===== config.mk =====
export PLATFORM = sky130hd
export DESIGN_NAME = plat_collision_scanner_flat
export DESIGN_NICKNAME = d
export VERILOG_FILES = /design/src/rtl/plat_collision_scanner_if.sv /design/src/rtl/plat_collision_scanner.sv /design/src/flat_wrapper.sv
export SDC_FILE = /design/constraint.sdc
export NUM_CORES = 1
export LEC_CHECK = 0
export CAP_MARGIN = 20
export CORE_MARGIN = 8
export CORE_UTILIZATION = 49
export DETAILED_ROUTE_END_ITERATION = 7
export PLACE_DENSITY = 0.75
export SLEW_MARGIN = 15
export SYNTH_ARGS = -nofsm -noshare
export SYNTH_HDL_FRONTEND = slang
export SYNTH_SLANG_ARGS = --single-unit

===== constraint.sdc =====
create_clock -name sys_clk -period 6.5 [get_ports sys_clk]
set_input_delay 1.3 -clock sys_clk [delete_from_list [all_inputs] [get_ports sys_clk]]
set_output_delay 1.3 -clock sys_clk [all_outputs]
set_load 0.01 [all_outputs]

===== src/rtl/plat_collision_scanner_if.sv =====
// Request/table/result bundle between the block generator, physics controller and the landing scanner.
interface plat_collision_scanner_if #(
  parameter int PLATFORM_NUM    = 7,
  parameter int PHY_WIDTH       = 16,
  parameter int BLOCK_LEN_WIDTH = 4,
  parameter int IDX_WIDTH       = 3
);
  logic                                    req;
  logic [PHY_WIDTH-1:0]                    char_x;
  logic [PHY_WIDTH-1:0]                    char_y;
  logic [PHY_WIDTH-1:0]                    fall_dy;
  logic [PLATFORM_NUM*PHY_WIDTH-1:0]       plat_relative_x;
  logic [PLATFORM_NUM*PHY_WIDTH-1:0]       plat_relative_y;
  logic [PLATFORM_NUM*BLOCK_LEN_WIDTH-1:0] plat_len;
  logic                                    block_switch;
  logic                                    busy;
  logic                                    done;
  logic                                    hit;
  logic [IDX_WIDTH-1:0]                    hit_idx;
  logic [PHY_WIDTH-1:0]                    hit_y;

  modport master (
    output req, char_x, char_y, fall_dy, plat_relative_x, plat_relative_y, plat_len, block_switch,
    input  busy, done, hit, hit_idx, hit_y
  );

  modport slave (
    input  req, char_x, char_y, fall_dy, plat_relative_x, plat_relative_y, plat_len, block_switch,
    output busy, done, hit, hit_idx, hit_y
  );
endinterface


===== src/rtl/plat_collision_scanner.sv =====
// Landing-check engine: snapshots the platform table on req, scans one entry per cycle and reports
// the highest platform top inside [feet - fall_dy, feet] that overlaps the hitbox, N cycles after accept.
module plat_collision_scanner #(
  parameter int PLATFORM_NUM    = 7,
  parameter int PHY_WIDTH       = 16,
  parameter int BLOCK_LEN_WIDTH = 4,
  parameter int TILE_W          = 8,
  parameter int CHAR_W          = 16,
  parameter int IDX_WIDTH       = 3
) (
  input  logic                    sys_clk,
  input  logic                    sys_rst_n,
  plat_collision_scanner_if.slave bus
);

  localparam logic [0:0] IDLE = 1'b0;
  localparam logic [0:0] SCAN = 1'b1;

  localparam logic [IDX_WIDTH-1:0] LAST_IDX  = IDX_WIDTH'(PLATFORM_NUM - 1);
  localparam logic [PHY_WIDTH:0]   TILE_W_X  = (PHY_WIDTH+1)'(TILE_W);
  localparam logic [PHY_WIDTH:0]   CHAR_W_X  = (PHY_WIDTH+1)'(CHAR_W);

  logic [0:0]                                    state;
  logic [IDX_WIDTH-1:0]                          idx;
  logic [PHY_WIDTH-1:0]                          snap_x;
  logic [PHY_WIDTH-1:0]                          snap_y;
  logic [PHY_WIDTH-1:0]                          snap_dy;
  logic [PLATFORM_NUM-1:0][PHY_WIDTH-1:0]        tab_x;
  logic [PLATFORM_NUM-1:0][PHY_WIDTH-1:0]        tab_y;
  logic [PLATFORM_NUM-1:0][BLOCK_LEN_WIDTH-1:0]  tab_len;

  logic                 best_vld;
  logic [IDX_WIDTH-1:0] best_idx;
  logic [PHY_WIDTH-1:0] best_y;

  logic                 done_q;
  logic                 hit_q;
  logic [IDX_WIDTH-1:0] hit_idx_q;
  logic [PHY_WIDTH-1:0] hit_y_q;

  logic [PHY_WIDTH-1:0]       cur_x;
  logic [PHY_WIDTH-1:0]       cur_y;
  logic [BLOCK_LEN_WIDTH-1:0] cur_len;
  logic [PHY_WIDTH:0]         cur_w;
  logic [PHY_WIDTH-1:0]       lo;
  logic                       x_ov;
  logic                       y_ok;
  logic                       contact;
  logic                       take;
  logic                       nxt_vld;
  logic [IDX_WIDTH-1:0]       nxt_idx;
  logic [PHY_WIDTH-1:0]       nxt_y;

  assign cur_x   = tab_x[idx];
  assign cur_y   = tab_y[idx];
  assign cur_len = tab_len[idx];
  assign cur_w   = (PHY_WIDTH+1)'(cur_len) * TILE_W_X;

  // Lower edge of the swept feet interval saturates at 0 instead of wrapping.
  assign lo = (snap_y >= snap_dy) ? (snap_y - snap_dy) : '0;

  assign x_ov    = (({1'b0, snap_x} + CHAR_W_X) > {1'b0, cur_x}) &&
                   ({1'b0, snap_x} < ({1'b0, cur_x} + cur_w));
  assign y_ok    = (cur_y >= lo) && (cur_y <= snap_y);
  assign contact = (cur_len != '0) && x_ov && y_ok;

  // Strictly-greater update keeps the lower index on equal heights.
  assign take    = contact && (!best_vld || (cur_y > best_y));
  assign nxt_vld = best_vld | take;
  assign nxt_idx = take ? idx   : best_idx;
  assign nxt_y   = take ? cur_y : best_y;

  always_ff @(posedge sys_clk or negedge sys_rst_n) begin
    if (!sys_rst_n) begin
      state     <= IDLE;
      idx       <= '0;
      snap_x    <= '0;
      snap_y    <= '0;
      snap_dy   <= '0;
      tab_x     <= '0;
      tab_y     <= '0;
      tab_len   <= '0;
      best_vld  <= 1'b0;
      best_idx  <= '0;
      best_y    <= '0;
      done_q    <= 1'b0;
      hit_q     <= 1'b0;
      hit_idx_q <= '0;
      hit_y_q   <= '0;
    end else begin
      done_q <= 1'b0;
      case (state)
        IDLE: begin
          if (bus.req) begin
            snap_x   <= bus.char_x;
            snap_y   <= bus.char_y;
            snap_dy  <= bus.fall_dy;
            tab_x    <= bus.plat_relative_x;
            tab_y    <= bus.plat_relative_y;
            tab_len  <= bus.plat_len;
            idx      <= '0;
            best_vld <= 1'b0;
            best_idx <= '0;
            best_y   <= '0;
            state    <= SCAN;
          end
        end
        SCAN: begin
          if (bus.block_switch) begin
            // New block: restart over the fresh table, character latches stay.
            tab_x    <= bus.plat_relative_x;
            tab_y    <= bus.plat_relative_y;
            tab_len  <= bus.plat_len;
            idx      <= '0;
            best_vld <= 1'b0;
            best_idx <= '0;
            best_y   <= '0;
          end else if (idx == LAST_IDX) begin
            hit_q     <= nxt_vld;
            hit_idx_q <= nxt_idx;
            hit_y_q   <= nxt_y;
            done_q    <= 1'b1;
            state     <= IDLE;
          end else begin
            best_vld <= nxt_vld;
            best_idx <= nxt_idx;
            best_y   <= nxt_y;
            idx      <= idx + IDX_WIDTH'(1);
          end
        end
        default: state <= IDLE;
      endcase
    end
  end

  assign bus.busy    = (state == SCAN);
  assign bus.done    = done_q;
  assign bus.hit     = hit_q;
  assign bus.hit_idx = hit_idx_q;
  assign bus.hit_y   = hit_y_q;

endmodule


===== src/flat_wrapper.sv =====
// flat-port wrapper written by rule: the top's interface ports become plain ports
module plat_collision_scanner_flat 
#(
  parameter int PLATFORM_NUM    = 7,
  parameter int PHY_WIDTH       = 16,
  parameter int BLOCK_LEN_WIDTH = 4,
  parameter int TILE_W          = 8,
  parameter int CHAR_W          = 16,
  parameter int IDX_WIDTH       = 3
)
  (sys_clk, sys_rst_n, bus_req, bus_char_x, bus_char_y, bus_fall_dy, bus_plat_relative_x, bus_plat_relative_y, bus_plat_len, bus_block_switch, bus_busy, bus_done, bus_hit, bus_hit_idx, bus_hit_y);
  plat_collision_scanner_if #(.PLATFORM_NUM(PLATFORM_NUM), .PHY_WIDTH(PHY_WIDTH), .BLOCK_LEN_WIDTH(BLOCK_LEN_WIDTH), .IDX_WIDTH(IDX_WIDTH)) bus_i ();
  input  logic sys_clk;
  input  logic sys_rst_n;
  input wire logic [$bits(bus_i.req)-1:0] bus_req;
  input wire logic [$bits(bus_i.char_x)-1:0] bus_char_x;
  input wire logic [$bits(bus_i.char_y)-1:0] bus_char_y;
  input wire logic [$bits(bus_i.fall_dy)-1:0] bus_fall_dy;
  input wire logic [$bits(bus_i.plat_relative_x)-1:0] bus_plat_relative_x;
  input wire logic [$bits(bus_i.plat_relative_y)-1:0] bus_plat_relative_y;
  input wire logic [$bits(bus_i.plat_len)-1:0] bus_plat_len;
  input wire logic [$bits(bus_i.block_switch)-1:0] bus_block_switch;
  output wire logic [$bits(bus_i.busy)-1:0] bus_busy;
  output wire logic [$bits(bus_i.done)-1:0] bus_done;
  output wire logic [$bits(bus_i.hit)-1:0] bus_hit;
  output wire logic [$bits(bus_i.hit_idx)-1:0] bus_hit_idx;
  output wire logic [$bits(bus_i.hit_y)-1:0] bus_hit_y;
  assign bus_i.req = bus_req;
  assign bus_i.char_x = bus_char_x;
  assign bus_i.char_y = bus_char_y;
  assign bus_i.fall_dy = bus_fall_dy;
  assign bus_i.plat_relative_x = bus_plat_relative_x;
  assign bus_i.plat_relative_y = bus_plat_relative_y;
  assign bus_i.plat_len = bus_plat_len;
  assign bus_i.block_switch = bus_block_switch;
  assign bus_busy = bus_i.busy;
  assign bus_done = bus_i.done;
  assign bus_hit = bus_i.hit;
  assign bus_hit_idx = bus_i.hit_idx;
  assign bus_hit_y = bus_i.hit_y;
  plat_collision_scanner #(.PLATFORM_NUM(PLATFORM_NUM), .PHY_WIDTH(PHY_WIDTH), .BLOCK_LEN_WIDTH(BLOCK_LEN_WIDTH), .TILE_W(TILE_W), .CHAR_W(CHAR_W), .IDX_WIDTH(IDX_WIDTH)) u_core (.sys_clk(sys_clk), .sys_rst_n(sys_rst_n), .bus(bus_i));
endmodule

# == After elaboration in Yosys (flattened, before gate mapping) ==
# Index checks and enable logic that the tools add are counted.
# totals
inputBits,304
elab_cells,103
register_bits,345
output_inout_bits,22
# classes
order_cmp,7
bitwise_logic,3
n_eq_ne,4
reduce_logical,12
addsub,4
muxes,40
# ops
operator,count
112-bit two-way mux,4
112-bit case mux with 2 select lines,2
16-bit two-way mux,7
16-bit binary-select mux with 3-bit select,2
28-bit two-way mux,2
28-bit case mux with 2 select lines,1
16-bit >= comparator,2
16-bit case mux with 2 select lines,1
3-bit two-way mux,6
"16-bit by 5-bit adder with 17-bit output, second input constant",1
16-bit by 7-bit adder with 17-bit output,1
17-bit by 16-bit greater-than comparator with 1-bit output,1
16-bit by 17-bit < comparator with 1-bit output,1
16-bit greater-than comparator,1
16-bit <= comparator,1
16-bit subtractor,1
4-bit binary-select mux with 3-bit select,1
3-bit case mux with 2 select lines,2
1-bit two-way mux,9
2-bit AND reduction,3
1-bit logical AND,5
"3-bit by 4-bit < comparator with 1-bit output, second input constant",1
4-bit two-way mux,1
"2-bit != test, second input constant",2
other kinds (10),12

# == Longest topological paths before layout ==
# Gate-level depths: netlist of the first run.
# depth
depth_word,12
mapped_depth,32
depth_no_buf,24

# == Least setup slack after synthesis of the first run ==
# No wires, ideal clock.
# synth_timing
path_type,reg-to-reg
from,reg u_core.idx[1]
to,reg u_core.best_y[15]
arrival_ns,5.443
synth_period_minus_slack_ns,5.570
path_stages_with_launch,32
path_buffers,8
setup_slack_ns,0.930
t_required_ns,6.373
setup_time_ns,0.127
cell_sequence,dfrtp_1 buf_2 buf_2 buf_2 buf_2 buf_2 buf_2 mux4_2 nor2_1 a21o_1 inv_1 ha_1 inv_1 fa_1 inv_1 a21oi_1 o21bai_1 nand2_1 or4_1 nor2_1 xor2_1 ha_1 nand4_1 nor3_1 o21ai_0 nand3_1 a21oi_1 o2111ai_1 buf_2 clkbuf_1 nor3_1 nand3b_1
# synth_between
elab_chain_len,12
elab_cells_between_ends,26
cone_classes,1 x add/sub; 5 x order compare; 2 x eq/ne; 10 x mux; 8 x reduce/logical
# synth_rtl
item,line,source
start: declaration,plat_collision_scanner.sv:24,logic [IDX_WIDTH-1:0] idx;
start signal: assignment,plat_collision_scanner.sv:128,idx <= idx + IDX_WIDTH'(1);
16-bit binary-select mux with 3-bit select or 4-bit binary-select mux with 3-bit select (tied branches),"plat_collision_scanner.sv:54, plat_collision_scanner.sv:56",
16-bit two-way mux (not written as such) or 4-bit two-way mux (tied branches),"plat_collision_scanner.sv:54, plat_collision_scanner.sv:56",
16-bit by 7-bit adder with 17-bit output,plat_collision_scanner.sv:63,"({1'b0, snap_x} < ({1'b0, cur_x} + cur_w));"
16-bit by 17-bit < comparator with 1-bit output,plat_collision_scanner.sv:63,
1-bit logical AND,plat_collision_scanner.sv:62,"assign x_ov = (({1'b0, snap_x} + CHAR_W_X) > {1'b0, cur_x}) &&"
1-bit logical AND (2 in a row),plat_collision_scanner.sv:65,assign contact = (cur_len != '0) && x_ov && y_ok;
1-bit logical AND,plat_collision_scanner.sv:68,assign take = contact && (!best_vld || (cur_y > best_y));
16-bit two-way mux,plat_collision_scanner.sv:71,assign nxt_y = take ? cur_y : best_y;
16-bit two-way mux,plat_collision_scanner.sv:118,end else if (idx == LAST_IDX) begin
16-bit two-way mux,plat_collision_scanner.sv:109,if (bus.block_switch) begin
16-bit case mux with 2 select lines,plat_collision_scanner.sv:92,case (state)
end signal: assignment,plat_collision_scanner.sv:127,best_y <= nxt_y;
end: declaration,plat_collision_scanner.sv:34,logic [PHY_WIDTH-1:0] best_y;
# Parallel ways exist; a longest one is shown, timed or not. The select of a mux whose other input is x is not followed.
# A chain may end at the register's enable or synchronous reset.

# == Worst setup path after layout of the first run ==
# layout_timing
from,reg u_core.idx[1]
to,reg u_core.hit_y_q[5] (netlist: u_core.bus.hit_y[5])
# layout_between
elab_chain_len,9
elab_cells_between_ends,22
cone_classes,1 x add/sub; 5 x order compare; 1 x eq/ne; 7 x mux; 8 x reduce/logical
# layout_rtl
item,line,source
16-bit binary-select mux with 3-bit select or 4-bit binary-select mux with 3-bit select (tied branches),"plat_collision_scanner.sv:54, plat_collision_scanner.sv:56",
16-bit two-way mux (not written as such) or 4-bit two-way mux (tied branches),"plat_collision_scanner.sv:54, plat_collision_scanner.sv:56",
16-bit by 7-bit adder with 17-bit output,plat_collision_scanner.sv:63,
16-bit by 17-bit < comparator with 1-bit output,plat_collision_scanner.sv:63,
1-bit logical AND,plat_collision_scanner.sv:62,
1-bit logical AND (2 in a row),plat_collision_scanner.sv:65,
1-bit logical AND,plat_collision_scanner.sv:68,
16-bit two-way mux,plat_collision_scanner.sv:71,
end signal: assignment,plat_collision_scanner.sv:121,hit_y_q <= nxt_y;
end: declaration,plat_collision_scanner.sv:39,logic [PHY_WIDTH-1:0] hit_y_q;
# Parallel ways exist; a longest one is shown, timed or not. The select of a mux whose other input is x is not followed.

==> results.toml, run 1 <==
[outcome]
outcome = "complete, no violations"

[timing]
timing.slew.headroom_pct = 26.64
fin_skew_ns = 0.01737
fin_tns_setup_ns = 0
finalCriticalPeriod_ns = 5.994
fmax_mhz = 166.8
finalSetupViolCount = 0
finalHoldViolCount = 0
rsz0062_at_grt = "no"
fin_hold_ws_ns = 0.4988
period_share_pct = 92.22
drv_slew = 0
worst_pin_slew_ns = 1.100

[cts]
clkLatencyLatePin_ns = 0.56
cts_hold_buf = 0
cts_sinks = 345
htree_levels = 2
post_cts_resized = 0
root_buffer = "clkbuf_16"
cts_tree = "done"
post_cts_buffers = 0
clk_path_buf_depth = 3
clk_pin_slew_ns = 0.06
numCtsBuffers = 39

[grt]
grt_max_degree = 181
grt_overflow = 0
antenna_found_initial = 7
grt_pass1_wl_um = 82720
grt_pass1_vias = 14490
track_usage_pct = 23.93

[routing]
vias = 13920
drtAntennaViolNets = 0
drc_errors = 0
viasPerCell = 5.661
routed_wl_um = 53750
routedWlPerCell_um = 21.86
dr.first_iter.drc_count = 1113
firstDrtPassIters = 5

[power_and_ir_drop]
pwr-share-clk_pct = 30.2
p_sw_share_pct = 32.97
power_density_mw_per_mm2 = 318.3
power_frac_comb_pct = 33.9
seq_power_share_pct = 35.8
p_sw_w = 0.002485
leakage_nw = 9.932
p_int_w = 0.005053
ir_drop_mv = 0.2438
finalPower_w = 0.007538

[cells_and_area]
final_cell_mix = "343 x dfrtp_1, 324 x clkdlybuf4s50_1, 282 x mux2_2"
final_layout_size_suffix_gt1_share_pct = 21.66
fill_cells = 2906
fin_nets = 2320
utilization_pct = 63.32
final_common_cell = "dfrtp_1"
ff_latch_area_mm2 = 0.008641
multi_input_area_mm2 = 0.009235
area_growth_pct = 28.07
finalNonFillerCells = 2459

[floorplan]
core_area_mm2 = 0.03740
die_h_um = 210.3
dieArea_mm2 = 0.04421
initial_core_util_pct = 49.44
rows = 71
die_w_um = 210.3
io_pins = 326

[synth]
postSynthAreaPerCell_um2 = 11.47
synthesis.nets = 2018
synth.ff_latch_count = 345
synthDistinctLibCells = 60
ys_warn_count = 0
synthTopCellsByArea = "dfrtp_1 47%, mux2_2 17%, ha_1 6.8%"
synth_area_mm2 = 0.01849
syn_inst = 1612
synth-main-ff-cell = "dfrtp_1"
yosysSeqAreaShare_pct = 46.69
yosysTopAreaCell = "dfrtp_1"
synth_edf_count = 0
synth_top_area_share_pct = 46.69
synthArstFlopShare_pct = 100.0

[placement]
hpwlAfterDp_um = 40330
port_buffers = 325
dpl.cell_count = 2383
gp_congestion = 0.8643

[worst_setup_path]
arrival_ns = 6.47
crit_type = "reg2reg"
cp-end-kind = "register"
cp.required_ns = 6.97
cp-start-kind = "register"
cp_max_fo = 55

[worst_hold_path]
worst_hold_path_type = "reg2reg"

[job]
maxCapViolations = 0
-- logic make-up (layout without fill, tap and decap cells) --
kind of cell | Yosys count | in the layout | synth area share (%)
adders and majority gates | 102 | 102 | 6.983
other | 0 | 4 | 0
DFF | 345 | 345 | 46.69
and+or+nand+nor | 346 | 346 | 9.007
muxes | 348 | 348 | 23.02
buffers and inverters | 164 | 496 | 3.586
AOI/OAI and AO/OA | 278 | 278 | 9.338
xor gates and xnor gates | 29 | 29 | 1.374
-- cells in the mapped netlist (6+ instances only) --
master	instances
dfrtp_1	345
a31oi_1	20
nor2b_1	10
or4_1	6
inv_1	72
buf_1	11
xnor2_1	14
a22oi_1	19
nand3_1	24
nand4_1	18
o21a_1	9
a21o_1	16
a221o_1	9
mux4_2	31
nor2_1	84
o31ai_1	6
or3_1	8
xor2_1	15
buf_2	14
nand2b_1	8
nor3_1	18
nand3b_1	28
mux2i_1	33
a211oi_1	6
nand2_1	124
ha_1	100
o21ai_0	99
mux2_2	282
a21oi_1	55
clkbuf_1	61
-- per-stage QoR --
step                      worst slack, ns  area [µm²]
final                              0.5058       23680
after global routing              0.07436       23680
after CTS                          0.5485       23640
after detailed placement           0.5721       22300
after global placement             0.8230       22290
after floorplan                    0.9297       18490
-- final cells by class --
type | count | area share [%]
diodes | 4 | 0.04227
well taps | 511 | 2.700
multi-input cells | 1103 | 39.00
inverters | 73 | 1.157
repair buffers | 352 | 14.95
clock buffers | 56 | 4.856
clock inverters | 15 | 0.8031
flip-flops and latches | 345 | 36.49
-- critical path, stage by stage, from the launching register on --
cell,delay (ns)
dfrtp_4,0.68
buf_12,0.37
mux2i_1,0.16
nor2_1,0.12
a21oi_1,0.05
a21o_1,0.24
inv_1,0.07
ha_1,0.16
inv_1,0.06
fa_1,0.40
inv_1,0.07
a21oi_1,0.07
o21bai_1,0.23
nand2_1,0.14
or4_1,0.46
nor2_1,0.13
xor2_1,0.09
ha_1,0.32
nand4_1,0.11
nor3_1,0.19
o21ai_0,0.10
nand3_1,0.09
a21oi_1,0.10
o2111ai_4,0.81
buf_12,0.27
o21ai_0,0.10
a31oi_1,0.21
-- power groups by stage --
stage	clock network (W)	logic (W)	registers (W)
3_3_place_gp	0	0.00243	0.00272
5_1_grt	0.00242	0.00283	0.00274
4_1_cts	0.00232	0.00255	0.00270
6_report	0.00228	0.00256	0.00270
3_5_place_dp	0	0.00253	0.00273
2_1_floorplan	0	0.00167	0.00265
-- routing by layer --
| metal | global-route usage (%) | up-vias | part of all wire [%] |
|---|---|---|---|
| met5 | 0 | - | 0.086 |
| met4 | 8.238 | 8 | 3.0 |
| met3 | 6.862 | 103 | 7.6 |
| met2 | 36.37 | 486 | 45 |
| met1 | 32.56 | 6893 | 44 |
| li1 | - | 6431 | - |
-- state kept, by name, summed over array words and instances, names as in the netlist, 3 cells and up --
name / count
u_core.best_y: 16
u_core.bus.hit_idx: 3
u_core.tab_x: 112
u_core.best_idx: 3
u_core.snap_dy: 16
u_core.bus.hit_y: 16
u_core.idx: 3
u_core.tab_len: 28
u_core.snap_x: 16
u_core.snap_y: 16
u_core.tab_y: 112
-- worst paths after layout --
path                                  start                  end  slack, ns  cells after the start
hold / removal             u_core.tab_x[12]     u_core.tab_x[12]       0.50                      1
setup / recovery              u_core.idx[1]  u_core.bus.hit_y[5]       0.51                     26
hold reg to reg            u_core.tab_x[12]     u_core.tab_x[12]       0.50                      1
min in group asynchronous         sys_rst_n    u_core.snap_dy[3]       0.80                      1
max in group asynchronous         sys_rst_n        u_core.idx[0]       4.51                      2
setup reg to reg              u_core.idx[1]  u_core.bus.hit_y[5]       0.51                     26
Note: power is estimated with default switching activity, not from simulation.
==> run 2, diff against run 1 <==
==> constraint.sdc (replaced) <==
create_clock -name sys_clk -period 6.3 [get_ports sys_clk]
set_input_delay 1.26 -clock sys_clk [delete_from_list [all_inputs] [get_ports sys_clk]]
set_output_delay 1.26 -clock sys_clk [all_outputs]
set_load 0.01 [all_outputs]
==> run 2 against run 1 <==
Non-clock buffer count is 2 lower; register-to-register slack better by 0.18 ns; fmax is 6.9% higher; critical endpoint is now u_core.best_idx[0]; largest power group unchanged.
==> results.toml, run 2 (synthesis results as in run 1) <==
[floorplan]
initial_core_util_pct = 49.44
core_area_mm2 = 0.03740
dieArea_mm2 = 0.04421
io_pins = 326
die_h_um = 210.3
die_w_um = 210.3
rows = 71

[routing]
firstDrtPassIters = 6
routedWlPerCell_um = 21.99
viasPerCell = 5.667
drtAntennaViolNets = 0
vias = 13920
dr.first_iter.drc_count = 907
routed_wl_um = 54030
drc_errors = 0

[grt]
grt_max_degree = 205
track_usage_pct = 24.04
grt_pass1_wl_um = 83030
antenna_found_initial = 10
grt_overflow = 0
grt_pass1_vias = 14490

[placement]
pre_cts_ws_ns = 0.7193
hpwlAfterDp_um = 39860
gp_congestion = 0.8881
port_buffers = 325

[worst_hold_path]
worst_hold_path_type = "reg2reg"

[cts]
clkLatencyLatePin_ns = 0.57
clk_pin_slew_ns = 0.06
numCtsBuffers = 40
post_cts_buffers = 0
cts_tree = "done"
post_cts_resized = 0
root_buffer = "clkbuf_16"
clk_path_buf_depth = 3
htree_levels = 2
cts_sinks = 345
cts_hold_buf = 0

[worst_setup_path]
r2r-end = "u_core.best_idx[0]"
path_depth = 24
r2r_start = "u_core.idx[0]"
critical_path_buf_inv_count = 3
cp_max_fo = 26
reg2regPathDepth = 24
crit_chain = "and2b_2, nand2_1, o21ai_0, mux2_2, ha_1, inv_1, fa_1, inv_1, a21oi_1, o21bai_1, nand2_1, or4_1, nor2_1, xor2_1, ha_1, nand4_1, nor3_1, o21ai_0, nand3_1, a21oi_1, o2111ai_4, buf_4, nor4_1, or3_1"
crit_end = "u_core.best_idx[0]"
crit_type = "reg2reg"
slowest_stage = "dfrtp_4"
reg2reg_slack_ns = 0.69
cp.required_ns = 6.76
arrival_ns = 6.07
critPathMaxStageDelay_ns = 0.68
critPathTopFamily = "simple AND/OR/NAND/NOR gates"
crit_start = "u_core.idx[0]"
cp-end-kind = "register"
cp-start-kind = "register"

[power_and_ir_drop]
power_density_mw_per_mm2 = 334.8
leakage_nw = 9.949
finalPower_w = 0.007949
ir_drop_mv = 0.2132

[job]
maxCapViolations = 0

[timing]
rsz0062_at_grt = "no"
worst_pin_slew_ns = 1.168
fin_skew_ns = 0.03561
finalSetupViolCount = 0
drv_slew = 0
finalCriticalPeriod_ns = 5.609
period_share_pct = 89.04
finalHoldViolCount = 0
fin_tns_setup_ns = 0
fmax_mhz = 178.3
fin_hold_ws_ns = 0.4992
timing.slew.headroom_pct = 21.33
fin_ws_ns = 0.6906

[cells_and_area]
area_growth_pct = 28.41
fin_nets = 2319
reg_top3 = "u_core.tab_x (112), u_core.tab_y (112), u_core.tab_len (28)"
utilization_pct = 63.48
final_cell_mix = "343 x dfrtp_1, 324 x clkdlybuf4s50_1, 282 x mux2_2"
final_layout_size_suffix_gt1_share_pct = 21.56
final_common_cell = "dfrtp_1"

[outcome]
outcome = "complete, no violations"
run 2: worst min path at each step:
| stage | startpoint | endpoint | cells past startpoint |
|---|---|---|---|
| floorplan | u_core.tab_x[28] | u_core.tab_x[28] | 1 |
| global placement | u_core.tab_x[61] | u_core.tab_x[61] | 1 |
| detailed placement | u_core.tab_x[43] | u_core.tab_x[43] | 1 |
| CTS | u_core.tab_x[43] | u_core.tab_x[43] | 1 |
| global route | u_core.tab_x[89] | u_core.tab_x[89] | 1 |
| finish | u_core.tab_x[43] | u_core.tab_x[43] | 1 |
run 2: cell type report:
type | count | area [µm²]
multi-input combinational | 1103 | 9235
clock inverter | 14 | 266.5
inverter | 73 | 274.0
tap | 511 | 639.4
fill | 2922 | 13660
clock buffer | 58 | 1179
timing repair buffer | 350 | 3501
antenna | 3 | 7.507
sequential | 345 | 8641
run 2: through the flow:
stage / cells / instance area, µm²
final: 2457 / 23740
after global routing: 2456 / 23740
after CTS: 2451 / 23700
after global placement: 2379 / 22250
after detailed placement: 2379 / 22250
after floorplan: 1612 / 18490
run 2: power breakdown:
group | leakage, nW | switching (W) | internal [W]
combinational | 5.12 | 0.00138 | 0.00126
sequential | 4.12 | 0.000242 | 0.00255
clock | 0.707 | 0.000964 | 0.00156
total | 9.95 | 0.00259 | 0.00536
run 2: worst reg2reg max path, stage by stage, from the launching register on:
cell	delay, ns
dfrtp_4	0.68
and2b_2	0.49
nand2_1	0.11
o21ai_0	0.12
mux2_2	0.20
ha_1	0.16
inv_1	0.06
fa_1	0.40
inv_1	0.08
a21oi_1	0.06
o21bai_1	0.22
nand2_1	0.15
or4_1	0.47
nor2_1	0.16
xor2_1	0.09
ha_1	0.32
nand4_1	0.10
nor3_1	0.17
o21ai_0	0.13
nand3_1	0.10
a21oi_1	0.10
o2111ai_4	0.33
buf_4	0.34
nor4_1	0.07
or3_1	0.39
run 2: layer usage:
metal | vias up | global-route usage, % | part of all wire, %
met5 | - | 0 | 0.17
met4 | 14 | 7.752 | 2.6
met3 | 100 | 6.297 | 6.8
met2 | 422 | 37.48 | 46
met1 | 6966 | 32.52 | 45
li1 | 6422 | - | -
==> run 3, diff against run 2 <==
--- a/config.mk
+++ b/config.mk
@@ -9,6 +9,7 @@
 export CORE_MARGIN = 8
 export CORE_UTILIZATION = 49
 export DETAILED_ROUTE_END_ITERATION = 7
+export HOLD_SLACK_MARGIN = 0.03
 export PLACE_DENSITY = 0.75
 export SLEW_MARGIN = 15
 export SYNTH_ARGS = -nofsm -noshare
==> results of run 3 <==
The final DEF is identical to that of run 2; final timing and power are the same.
